<file path="src/rtl/winner_policy_param_if.sv">
// Memory and RNG port bundle for the epsilon-greedy next-hop selector.
// The selector is the master; node memory and the RNG sit on the slave side.
interface winner_policy_param_if #(
  parameter int WORD_WIDTH = 16,
  parameter int RNG_WIDTH  = 4
);
  logic                  en_rng;
  logic [RNG_WIDTH-1:0]  rng_out;
  logic [WORD_WIDTH-1:0] address;
  logic [WORD_WIDTH-1:0] data_in;
  logic [WORD_WIDTH-1:0] data_out;
  logic                  wr_en;

  modport master (
    output en_rng,
    output address,
    output data_out,
    output wr_en,
    input  rng_out,
    input  data_in
  );

  modport slave (
    input  en_rng,
    input  address,
    input  data_out,
    input  wr_en,
    output rng_out,
    output data_in
  );
endinterface

</file>
<file path="src/rtl/winner_policy_param.sv">
// Parametrised epsilon-greedy next-hop selector: explore a random better
// neighbour (with epsilon decay write-back) or exploit with two-sided hysteresis.
module winner_policy_param #(
  parameter int WORD_WIDTH     = 16,
  parameter int RNG_WIDTH      = 4,
  parameter int HYST_FRAC      = 15,
  parameter int HYST_LO        = 32735,
  parameter int HYST_HI        = 32801,
  parameter int EPS_ADDR       = 32'h0000_0004,
  parameter int NBR_COUNT_ADDR = 32'h0000_068C,
  parameter int NBR_BASE_ADDR  = 32'h0000_0668,
  parameter int ENTRY_STRIDE   = 2,
  parameter int MAX_NEIGHBORS  = 16,
  parameter int INVALID_HOP    = 301,
  parameter int DECAY_MODE     = 0,
  parameter int DECAY_SHIFT    = 3,
  parameter int EPS_MIN        = 0
) (
  input  logic                  clock,
  input  logic                  rst,
  input  logic                  en,
  input  logic                  start,
  input  logic [WORD_WIDTH-1:0] mybest,
  input  logic [WORD_WIDTH-1:0] bestvalue,
  input  logic [WORD_WIDTH-1:0] besthop,
  input  logic [WORD_WIDTH-1:0] bestneighborID,
  input  logic [WORD_WIDTH-1:0] MY_NODE_ID,
  input  logic [WORD_WIDTH-1:0] epsilon_step,
  winner_policy_param_if.master bus,
  output logic [WORD_WIDTH-1:0] nexthop,
  output logic                  explored,
  output logic [WORD_WIDTH-1:0] which,
  output logic [WORD_WIDTH-1:0] betterNeighborCount,
  output logic                  busy,
  output logic                  done
);

  localparam int PW = WORD_WIDTH + HYST_FRAC + 1;

  localparam logic [WORD_WIDTH-1:0] ZERO_W      = {WORD_WIDTH{1'b0}};
  localparam logic [WORD_WIDTH-1:0] EPS_ADDR_W  = WORD_WIDTH'(EPS_ADDR);
  localparam logic [WORD_WIDTH-1:0] CNT_ADDR_W  = WORD_WIDTH'(NBR_COUNT_ADDR);
  localparam logic [WORD_WIDTH-1:0] NBR_BASE_W  = WORD_WIDTH'(NBR_BASE_ADDR);
  localparam logic [WORD_WIDTH-1:0] STRIDE_W    = WORD_WIDTH'(ENTRY_STRIDE);
  localparam logic [WORD_WIDTH-1:0] MAX_NBR_W   = WORD_WIDTH'(MAX_NEIGHBORS);
  localparam logic [WORD_WIDTH-1:0] INV_HOP_W   = WORD_WIDTH'(INVALID_HOP);
  localparam logic [WORD_WIDTH-1:0] EPS_MIN_W   = WORD_WIDTH'(EPS_MIN);
  localparam logic [PW-1:0]         HYST_LO_W   = PW'(HYST_LO);
  localparam logic [PW-1:0]         HYST_HI_W   = PW'(HYST_HI);

  typedef enum logic [3:0] {
    S_IDLE   = 4'd0,
    S_READY  = 4'd1,
    S_SAMPLE = 4'd2,
    S_EPS    = 4'd3,
    S_DECIDE = 4'd4,
    S_CNT    = 4'd5,
    S_MOD    = 4'd6,
    S_FETCH  = 4'd7,
    S_WRITE  = 4'd8,
    S_CMP1   = 4'd9,
    S_CMP2   = 4'd10,
    S_DONE   = 4'd11
  } state_t;

  state_t                state_r;
  logic [RNG_WIDTH-1:0]  explore_r;
  logic [WORD_WIDTH-1:0] eps_r;
  logic [WORD_WIDTH-1:0] idx_r;

  logic [WORD_WIDTH-1:0] cnt_clamped_s;
  logic [WORD_WIDTH-1:0] decay_s;
  logic [WORD_WIDTH-1:0] eps_sub_s;
  logic [WORD_WIDTH-1:0] eps_next_s;
  logic [WORD_WIDTH-1:0] entry_addr_s;
  logic [PW-1:0]         l_s;
  logic [PW-1:0]         r_lo_s;
  logic [PW-1:0]         r_hi_s;

  function automatic logic [WORD_WIDTH-1:0] sat_sub(
    input logic [WORD_WIDTH-1:0] a,
    input logic [WORD_WIDTH-1:0] b
  );
    if (a > b) begin
      return a - b;
    end else begin
      return ZERO_W;
    end
  endfunction

  // Count clamp, epsilon decay with floor, table address and hysteresis products.
  always_comb begin
    cnt_clamped_s = (bus.data_in > MAX_NBR_W) ? MAX_NBR_W : bus.data_in;
    if (DECAY_MODE == 1) begin
      decay_s = eps_r >> DECAY_SHIFT;
    end else begin
      decay_s = epsilon_step;
    end
    eps_sub_s    = sat_sub(eps_r, decay_s);
    eps_next_s   = (eps_sub_s > EPS_MIN_W) ? eps_sub_s : EPS_MIN_W;
    entry_addr_s = NBR_BASE_W + (idx_r * STRIDE_W);
    l_s          = PW'(bestvalue) << HYST_FRAC;
    r_lo_s       = PW'(mybest) * HYST_LO_W;
    r_hi_s       = PW'(mybest) * HYST_HI_W;
  end

  // Decision sequencer; every output is registered here.
  always_ff @(posedge clock) begin
    if (rst) begin
      state_r             <= S_IDLE;
      explore_r           <= {RNG_WIDTH{1'b0}};
      eps_r               <= ZERO_W;
      idx_r               <= ZERO_W;
      bus.address         <= ZERO_W;
      bus.data_out        <= ZERO_W;
      bus.wr_en           <= 1'b0;
      bus.en_rng          <= 1'b0;
      done                <= 1'b0;
      busy                <= 1'b0;
      explored            <= 1'b0;
      which               <= ZERO_W;
      betterNeighborCount <= ZERO_W;
      nexthop             <= INV_HOP_W;
    end else begin
      case (state_r)
        S_IDLE: begin
          if (en) begin
            done     <= 1'b0;
            explored <= 1'b0;
            nexthop  <= INV_HOP_W;
            state_r  <= S_READY;
          end
        end
        S_READY: begin
          if (start) begin
            bus.en_rng  <= 1'b1;
            bus.address <= EPS_ADDR_W;
            busy        <= 1'b1;
            state_r     <= S_SAMPLE;
          end
        end
        S_SAMPLE: begin
          explore_r  <= bus.rng_out;
          bus.en_rng <= 1'b0;
          state_r    <= S_EPS;
        end
        S_EPS: begin
          eps_r   <= bus.data_in;
          state_r <= S_DECIDE;
        end
        S_DECIDE: begin
          if (WORD_WIDTH'(explore_r) < eps_r) begin
            bus.en_rng  <= 1'b1;
            bus.address <= CNT_ADDR_W;
            state_r     <= S_CNT;
          end else begin
            state_r <= S_CMP1;
          end
        end
        S_CNT: begin
          bus.en_rng          <= 1'b0;
          idx_r               <= WORD_WIDTH'(bus.rng_out);
          betterNeighborCount <= cnt_clamped_s;
          if (cnt_clamped_s == ZERO_W) begin
            state_r <= S_CMP1;
          end else begin
            state_r <= S_MOD;
          end
        end
        // Modulo by repeated subtraction keeps the index reduction in-block.
        S_MOD: begin
          if (idx_r >= betterNeighborCount) begin
            idx_r <= idx_r - betterNeighborCount;
          end else begin
            which       <= idx_r;
            bus.address <= entry_addr_s;
            state_r     <= S_FETCH;
          end
        end
        S_FETCH: begin
          nexthop      <= bus.data_in;
          explored     <= 1'b1;
          bus.data_out <= eps_next_s;
          bus.address  <= EPS_ADDR_W;
          bus.wr_en    <= 1'b1;
          state_r      <= S_WRITE;
        end
        S_WRITE: begin
          bus.wr_en <= 1'b0;
          state_r   <= S_DONE;
        end
        S_CMP1: begin
          if (l_s < r_lo_s) begin
            nexthop <= besthop;
            state_r <= S_DONE;
          end else begin
            state_r <= S_CMP2;
          end
        end
        S_CMP2: begin
          if ((l_s < r_hi_s) && (bestneighborID != MY_NODE_ID)) begin
            nexthop <= besthop;
          end
          state_r <= S_DONE;
        end
        S_DONE: begin
          done    <= 1'b1;
          busy    <= 1'b0;
          state_r <= S_IDLE;
        end
        default: begin
          bus.wr_en  <= 1'b0;
          bus.en_rng <= 1'b0;
          busy       <= 1'b0;
          state_r    <= S_IDLE;
        end
      endcase
    end
  end

endmodule

</file>
<file path="src/flat_wrapper.sv">
// flat-port wrapper written by rule: the top's interface ports become plain ports
module winner_policy_param_flat 
#(
  parameter int WORD_WIDTH     = 16,
  parameter int RNG_WIDTH      = 4,
  parameter int HYST_FRAC      = 15,
  parameter int HYST_LO        = 32735,
  parameter int HYST_HI        = 32801,
  parameter int EPS_ADDR       = 32'h0000_0004,
  parameter int NBR_COUNT_ADDR = 32'h0000_068C,
  parameter int NBR_BASE_ADDR  = 32'h0000_0668,
  parameter int ENTRY_STRIDE   = 2,
  parameter int MAX_NEIGHBORS  = 16,
  parameter int INVALID_HOP    = 301,
  parameter int DECAY_MODE     = 0,
  parameter int DECAY_SHIFT    = 3,
  parameter int EPS_MIN        = 0
)
  (clock, rst, en, start, mybest, bestvalue, besthop, bestneighborID, MY_NODE_ID, epsilon_step, nexthop, explored, which, betterNeighborCount, busy, done, bus_en_rng, bus_address, bus_data_out, bus_wr_en, bus_rng_out, bus_data_in);
  winner_policy_param_if #(.WORD_WIDTH(WORD_WIDTH), .RNG_WIDTH(RNG_WIDTH)) bus_i ();
  input  logic clock;
  input  logic rst;
  input  logic en;
  input  logic start;
  input  logic [WORD_WIDTH-1:0] mybest;
  input  logic [WORD_WIDTH-1:0] bestvalue;
  input  logic [WORD_WIDTH-1:0] besthop;
  input  logic [WORD_WIDTH-1:0] bestneighborID;
  input  logic [WORD_WIDTH-1:0] MY_NODE_ID;
  input  logic [WORD_WIDTH-1:0] epsilon_step;
  output logic [WORD_WIDTH-1:0] nexthop;
  output logic explored;
  output logic [WORD_WIDTH-1:0] which;
  output logic [WORD_WIDTH-1:0] betterNeighborCount;
  output logic busy;
  output logic done;
  output wire logic [$bits(bus_i.en_rng)-1:0] bus_en_rng;
  output wire logic [$bits(bus_i.address)-1:0] bus_address;
  output wire logic [$bits(bus_i.data_out)-1:0] bus_data_out;
  output wire logic [$bits(bus_i.wr_en)-1:0] bus_wr_en;
  input wire logic [$bits(bus_i.rng_out)-1:0] bus_rng_out;
  input wire logic [$bits(bus_i.data_in)-1:0] bus_data_in;
  assign bus_en_rng = bus_i.en_rng;
  assign bus_address = bus_i.address;
  assign bus_data_out = bus_i.data_out;
  assign bus_wr_en = bus_i.wr_en;
  assign bus_i.rng_out = bus_rng_out;
  assign bus_i.data_in = bus_data_in;
  winner_policy_param #(.WORD_WIDTH(WORD_WIDTH), .RNG_WIDTH(RNG_WIDTH), .HYST_FRAC(HYST_FRAC), .HYST_LO(HYST_LO), .HYST_HI(HYST_HI), .EPS_ADDR(EPS_ADDR), .NBR_COUNT_ADDR(NBR_COUNT_ADDR), .NBR_BASE_ADDR(NBR_BASE_ADDR), .ENTRY_STRIDE(ENTRY_STRIDE), .MAX_NEIGHBORS(MAX_NEIGHBORS), .INVALID_HOP(INVALID_HOP), .DECAY_MODE(DECAY_MODE), .DECAY_SHIFT(DECAY_SHIFT), .EPS_MIN(EPS_MIN)) u_core (.clock(clock), .rst(rst), .en(en), .start(start), .mybest(mybest), .bestvalue(bestvalue), .besthop(besthop), .bestneighborID(bestneighborID), .MY_NODE_ID(MY_NODE_ID), .epsilon_step(epsilon_step), .bus(bus_i), .nexthop(nexthop), .explored(explored), .which(which), .betterNeighborCount(betterNeighborCount), .busy(busy), .done(done));
endmodule
</file>
<file path="config.mk">
export PLATFORM = sky130hd
export DESIGN_NAME = winner_policy_param_flat
export DESIGN_NICKNAME = d
export VERILOG_FILES = /design/src/rtl/winner_policy_param_if.sv /design/src/rtl/winner_policy_param.sv /design/src/flat_wrapper.sv
export SDC_FILE = /design/constraint.sdc
export NUM_CORES = 1
export LEC_CHECK = 0
export ABC_AREA = 1
export ABC_CLOCK_PERIOD_IN_PS = 8600
export BUFFER_PORTS_ARGS = -buffer_cell sky130_fd_sc_hd__buf_4
export CAP_MARGIN = 40
export CORE_ASPECT_RATIO = 0.6
export CORE_UTILIZATION = 60
export DETAILED_ROUTE_END_ITERATION = 8
export PLACE_DENSITY_LB_ADDON = 0.3
export SYNTH_ARGS = -nofsm -noshare
export SYNTH_HDL_FRONTEND = slang
export SYNTH_SLANG_ARGS = --single-unit
</file>
<file path="constraint.sdc">
create_clock -name clock -period 8.6 [get_ports clock]
set_input_delay 0.43 -clock clock [delete_from_list [all_inputs] [get_ports clock]]
set_output_delay 0.43 -clock clock [all_outputs]
set_load 0.02 [all_outputs]
</file>
==> run metrics, run 1 <==
status completed; CP endpoint u_core.nexthop[3]; first-pass GRT wire length 70700 µm; area of the die ~0.025 mm²; gr ovfl total 0; Syn. warnings 0; crit path launch type input pin; Initial Utilization 62.4%; highest clock rate 0.127 GHz; CTS Buf Count 17; Ports 205; Mean Syn Cell Area between 7 and 8 µm²; worst skew pair latency 0.43 ns; Root Buffer clkbuf_16; commonest non-fill, non-tap cell in the layout inv_1; via count 13900; DP Area about 0.016 mm²; area grow syn2layout 16.3%; die width about 200 µm; gr usage total 36.9%; r2r setup slk 5.45 ns; I/O Buffers 203; Rows 43; Post-CTS Hold Buffers 0; min-delay worst type in -> reg; Longest Clk Path Bufs 2; r2r startpoint u_core.idx_r[0]; Diodes inserted 0; Slew Limit Fails 0; Final TNS setup 0 ns; post-synthesis sequential area ratio about 17%; synthesized cell area between 0.01 and 0.015 mm²; Pre-antenna DRT Iters 5; fin crit period roughly 8 ns; GPL Wtd Cong 0.977; largest net degree at the start of global routing 45; residual DRC count 0; most frequent cells in the layout inv_1 (348), nand2_1 (274), ha_1 (226), buf_4 (208), a21oi_1 (157); Final setup viols 0; RSZ-0062 raised after global routing no; final wirelength approximately 45000 µm; post-synthesis cell count 1914; arrival time at the worst endpoint about 8.2 ns; Hold Slack approximately 0.28 ns; largest fanout on the critical path 28; vias in the first global route 13200; postcts setup bufs 0; most used cell, CP fa_1; max_cap viols 0; Slew @ Worst Pin 0.872 ns; post-DR wirelength/cell 18.6 µm; Seq cells post-synth 124; 1st-iter DRT viols 1387; WS Path Type in -> reg; clock slew at reported path FFs 0.06 ns; core area 0.0236 mm²; Crit. End Element flip-flop; clk sink count 124; Critical Path Max Stage Delay between 0.7 and 0.8 ns; Final Hold Fails 0; Tcrit/Tclk final around nine tenths; Critical Path Source mybest[9]; # fillers 1887; share of cells above drive strength 1 14.8%; Netlist cell types 56; CP Data Required Time ~9 ns; Nets between 2000 and 3000; R2R depth 13; ANT nets after route 0; CP max-delay cell fa_1; Register Area 0.00248 mm²; H-tree levels 4; Clock Skew 0.00509 ns; Slew HR a little over two fifths; CTS tree yes; Vias/cell 5.73; r2r endpoint u_core.idx_r[1]; Post-Layout Inst Area 0.0171 mm²; DIE HEIGHT around 120 µm; HPWL after DPL 37100 µm; initial antenna violation count 0; Resized Gates After CTS 0; post-synth net total between 2000 and 2500; multi-input logic area 0.0107 mm²
==> cell families after synthesis <==
logic type	share of synthesized area, %
XOR/XNOR	3.99
flip-flops	16.9
AND/OR/NAND/NOR	18.5
buffers and inverters	10.6
other	0.0255
adder cells (fa/ha/maj)	36.0
AO/OA/AOI/OAI	14.0
==> through the flow <==
step	util (%)	cells	setup slack, ns
after floorplan	-	1914	1.77
after global placement	69.8	2398	0.646
after detailed placement	69.8	2398	0.298
after CTS	72.6	2430	0.756
after global routing	72.6	2430	0.251
final	72.6	2430	0.709
==> how the worst min path moves through the flow <==
stage / startpoint / to / slack [ns] / cells past startpoint
after floorplan: u_core.eps_r[2] / u_core.eps_r[2] / 0.45 / 2
after global placement: u_core.done / u_core.done / 0.45 / 2
after detailed placement: u_core.explored / u_core.explored / 0.46 / 2
after CTS: bus_data_in[14] / u_core.eps_r[14] / 0.26 / 3
after global routing: bus_data_in[11] / u_core.eps_r[11] / 0.28 / 3
final: bus_data_in[14] / u_core.eps_r[14] / 0.28 / 3
==> flip-flops by register name (all words and copies together), names as in the netlist <==
register / cells
u_core.nexthop: 16
u_core.betterNeighborCount: 16
u_core.which: 16
u_core.state_r: 4
u_core.idx_r: 16
u_core.bus.data_out: 16
u_core.done: 1
u_core.bus.wr_en: 1
u_core.bus.address: 15
u_core.explored: 1
u_core.eps_r: 16
u_core.explore_r: 4
u_core.bus.en_rng: 1
u_core.busy: 1
==> cell type report <==
class                   count  area share [%]
flip-flops and latches    124            14.5
clock inverters            11            1.10
repair buffers            208            9.13
clock buffers              21            2.75
multi-input cells        1394            62.4
well taps                 315            2.30
inverters                 357            7.83
==> cells in the mapped netlist (all sizes together) <==
cell	count	area share, %
nand3	80	2.8
o211ai	6	0.31
o2111ai	2	0.12
and3	1	0.043
nand2	294	8.0
o211a	2	0.14
a21o	8	0.41
inv	355	9.1
nor4	8	0.34
a32oi	1	0.11
dfxtp	124	17
buf	17	0.95
a41oi	1	0.060
a21boi	3	0.15
a31oi	10	0.43
nand3b	6	0.31
a21oi	171	6.2
clkinv	2	0.051
o22ai	1	0.043
xor2	29	1.7
nand4	27	1.2
conb	1	0.025
o21a	3	0.15
a22oi	15	0.77
or2	13	0.55
fa	123	17
o21ai	117	4.1
ha	226	19
o21bai	12	0.64
nor3	28	1.1
nor2	160	4.3
xnor2	38	2.3
o221ai	1	0.060
clkbuf	22	0.56
a211oi	7	0.36
==> metal layers <==
metal  vias up  global-route usage (%)  share of wire, %
met4         2                    4.76              0.72
met5         -                    2.98              0.22
met1      6571                    55.1                47
met3        33                    12.8                13
met2       709                    51.4                40
li1       6606                       -                 -
==> critical path: cells and delay by family <==
kind,cells,cell delay (ns)
xor+xnor,1,0.24
compound gates,10,2.33
simple gates,6,0.73
fa+ha+maj,8,3.91
buf+inv,6,0.52
Power of run 1 is not shown: default switching activity piles up to over one toggle a cycle in this logic, so the estimate is an artifact.
==> inputs of run 2 (changes only) <==
ABC_CLOCK_PERIOD_IN_PS = 7500   (was 8600)
clock period = 7.5 ns   (was 8.6 ns; I/O delays follow)
==> run 2 against run 1 <==
  * Clock skew up 0.0011 ns
  * First-iteration DRC count up 3.2%
  * Hold slack worse by 0.065 ns
  * Clock-buffer cell count down 1
  * Die area unchanged
  * Routed wire length up 2.5%
  * Design area up 1.3%
  * Non-clock buffer count up 24
  * Worst setup slack worse by 0.28 ns
  * Cell count up 1.0%
  * Critical endpoint is now u_core.nexthop[6]
==> run metrics, run 2 (synthesized netlist as in run 1, its figures left out) <==
status completed; share of cells above drive strength 1 16.2% (+1.4 points); area grow syn2layout 17.8%; CTS tree yes; Longest Clk Path Bufs 2 (unchanged); post-DR wirelength/cell 18.8 µm (+1.4%); Initial Utilization 62.4% (unchanged); # fillers 1801 (-4.6%); vias in the first global route 13700 (+3.3%); startpoint of the lowest-slack hold path bus_data_in[10]; max_cap viols 0 (unchanged); CTS Buf Count 17 (unchanged); Hold Slack 0.214 ns (-0.0654 ns); met3 global-route usage 16.2% (+3.4 points); largest fanout on the critical path 22 (-21%); arrival time at the worst endpoint 7.40 ns (-0.77 ns); CP max-delay cell fa_1; Post-CTS Hold Buffers 0 (unchanged); GPL Wtd Cong 0.954 (-2.4%); Ports 205 (unchanged); R2R depth 14 (+1); residual DRC count 0 (unchanged); Final Hold Fails 0 (unchanged); Rows 43 (unchanged); Final TNS setup 0 ns (unchanged); layer carrying the most global-route usage met2; initial antenna violation count 1 (+1); core area 0.0236 mm² (unchanged); most frequent cells in the layout inv_1 (348), nand2_1 (274), buf_4 (231), ha_1 (226), a21oi_1 (153); RSZ-0062 raised after global routing no; largest net degree at the start of global routing 71 (+58%); delay-heaviest family, CP adder cells; ANT nets after route 0 (unchanged); clk sink count 124 (unchanged); r2r endpoint u_core.bus.address[11]; fin crit period 7.07 ns; 1st-iter DRT viols 1431 (+3.2%); Hold Path End u_core.eps_r[10]; die width 204 µm (unchanged); final wirelength 46200 µm (+2.5%); most used cell, CP fa_1; r2r setup slk 4.32 ns (-1.13 ns); Clock Skew 0.00624 ns (+0.00115 ns); r2r startpoint u_core.betterNeighborCount[2]; WP depth 32 (+3.2%); worst skew pair latency 0.44 ns (about the same); H-tree levels 4 (unchanged); Final setup viols 0 (unchanged); Slew Limit Fails 0 (unchanged); Slew HR 36.1% (-5.8 points); Crit. End Element flip-flop; Slew @ Worst Pin 0.959 ns (+0.0869 ns); Pre-antenna DRT Iters 6 (+1); Worst Path Buf+Inv 6 (unchanged); postcts setup bufs 0 (unchanged); Resized Gates After CTS 0 (unchanged); via count 14100 (+1.1%); I/O Buffers 203 (unchanged); min-delay worst type in -> reg; WS Path Type in -> reg; CP Data Required Time 7.83 ns (-1.05 ns); met2 Use GR 54.0% (+2.6 points); gr ovfl total 0 (unchanged); Hold Path Stages 3 (unchanged); crit path launch type input pin; Tcrit/Tclk final between 90 and 100%; HPWL after DPL 38300 µm (+3.3%); commonest non-fill, non-tap cell in the layout inv_1; clock slew at reported path FFs 0.06 ns (about the same); Nets 2595 (+0.93%); Root Buffer clkbuf_16; Register Area 0.00248 mm² (unchanged); grt met1 use 53.4% (-1.8 points); Vias/cell 5.73 (about the same); gr usage total 37.9% (+0.99 points); highest clock rate roughly 0.14 GHz; area of the die 0.0252 mm² (unchanged); first-pass GRT wire length 72200 µm (+2.2%); multi-input logic area 0.0107 mm² (+0.34%); Critical Path Max Stage Delay 0.68 ns (-0.06 ns); DIE HEIGHT 123 µm (unchanged)
run 2: changes by cell type in the layout (fill, tap and decap cells not counted), moves of 2 or more:
cell and change:
a21oi_2 +4, o21ai_0 -2, buf_4 +23, fa_1 -3, fa_2 +3, o21ai_1 +2, a21oi_1 -4
run 2: cell type report:
cell class	instances	area share [%]
multi-input combinational	1394	61.8
sequential	124	14.3
timing repair buffer	232	10.1
inverter	357	7.73
clock buffer	20	2.64
tap	315	2.27
clock inverter	12	1.11
antenna	1	0.0144
run 2: layer usage:
layer  wire length, µm  up-vias
met2             18300      745
li1                  -     6653
met5                 0        -
met1             20800     6625
met3              6740       45
met4               401        0
run 2: worst max path at each step:
| stage | startpoint | to | slack (ns) |
|---|---|---|---|
| after detailed placement | mybest[9] | u_core.nexthop[6] | -0.13 |
| final | mybest[3] | u_core.nexthop[6] | 0.43 |
| after CTS | mybest[9] | u_core.nexthop[6] | 0.29 |
| after global placement | mybest[9] | u_core.nexthop[1] | 0.03 |
| after floorplan | mybest[11] | u_core.nexthop[15] | 0.72 |
| after global routing | mybest[3] | u_core.nexthop[15] | 0.00006 |
run 2: worst min-delay path, cell delays in order:
cell and delay (ns):
buf_4 0.11, nor2_1 0.05, nor2_1 0.08
run 2: stage by stage:
stage / cells / instance area (µm²) / setup slack, ns / utilization (%)
2_1_floorplan: 1914 / 14700 / 0.724 / -
3_3_place_gp: 2422 / 16600 / 0.0280 / 70.6
3_5_place_dp: 2422 / 16600 / -0.129 / 70.6
4_1_cts: 2454 / 17300 / 0.291 / 73.4
5_1_grt: 2454 / 17300 / 0.0000560 / 73.5
6_report: 2455 / 17300 / 0.427 / 73.5
Power of run 2 is left out for the same reason.
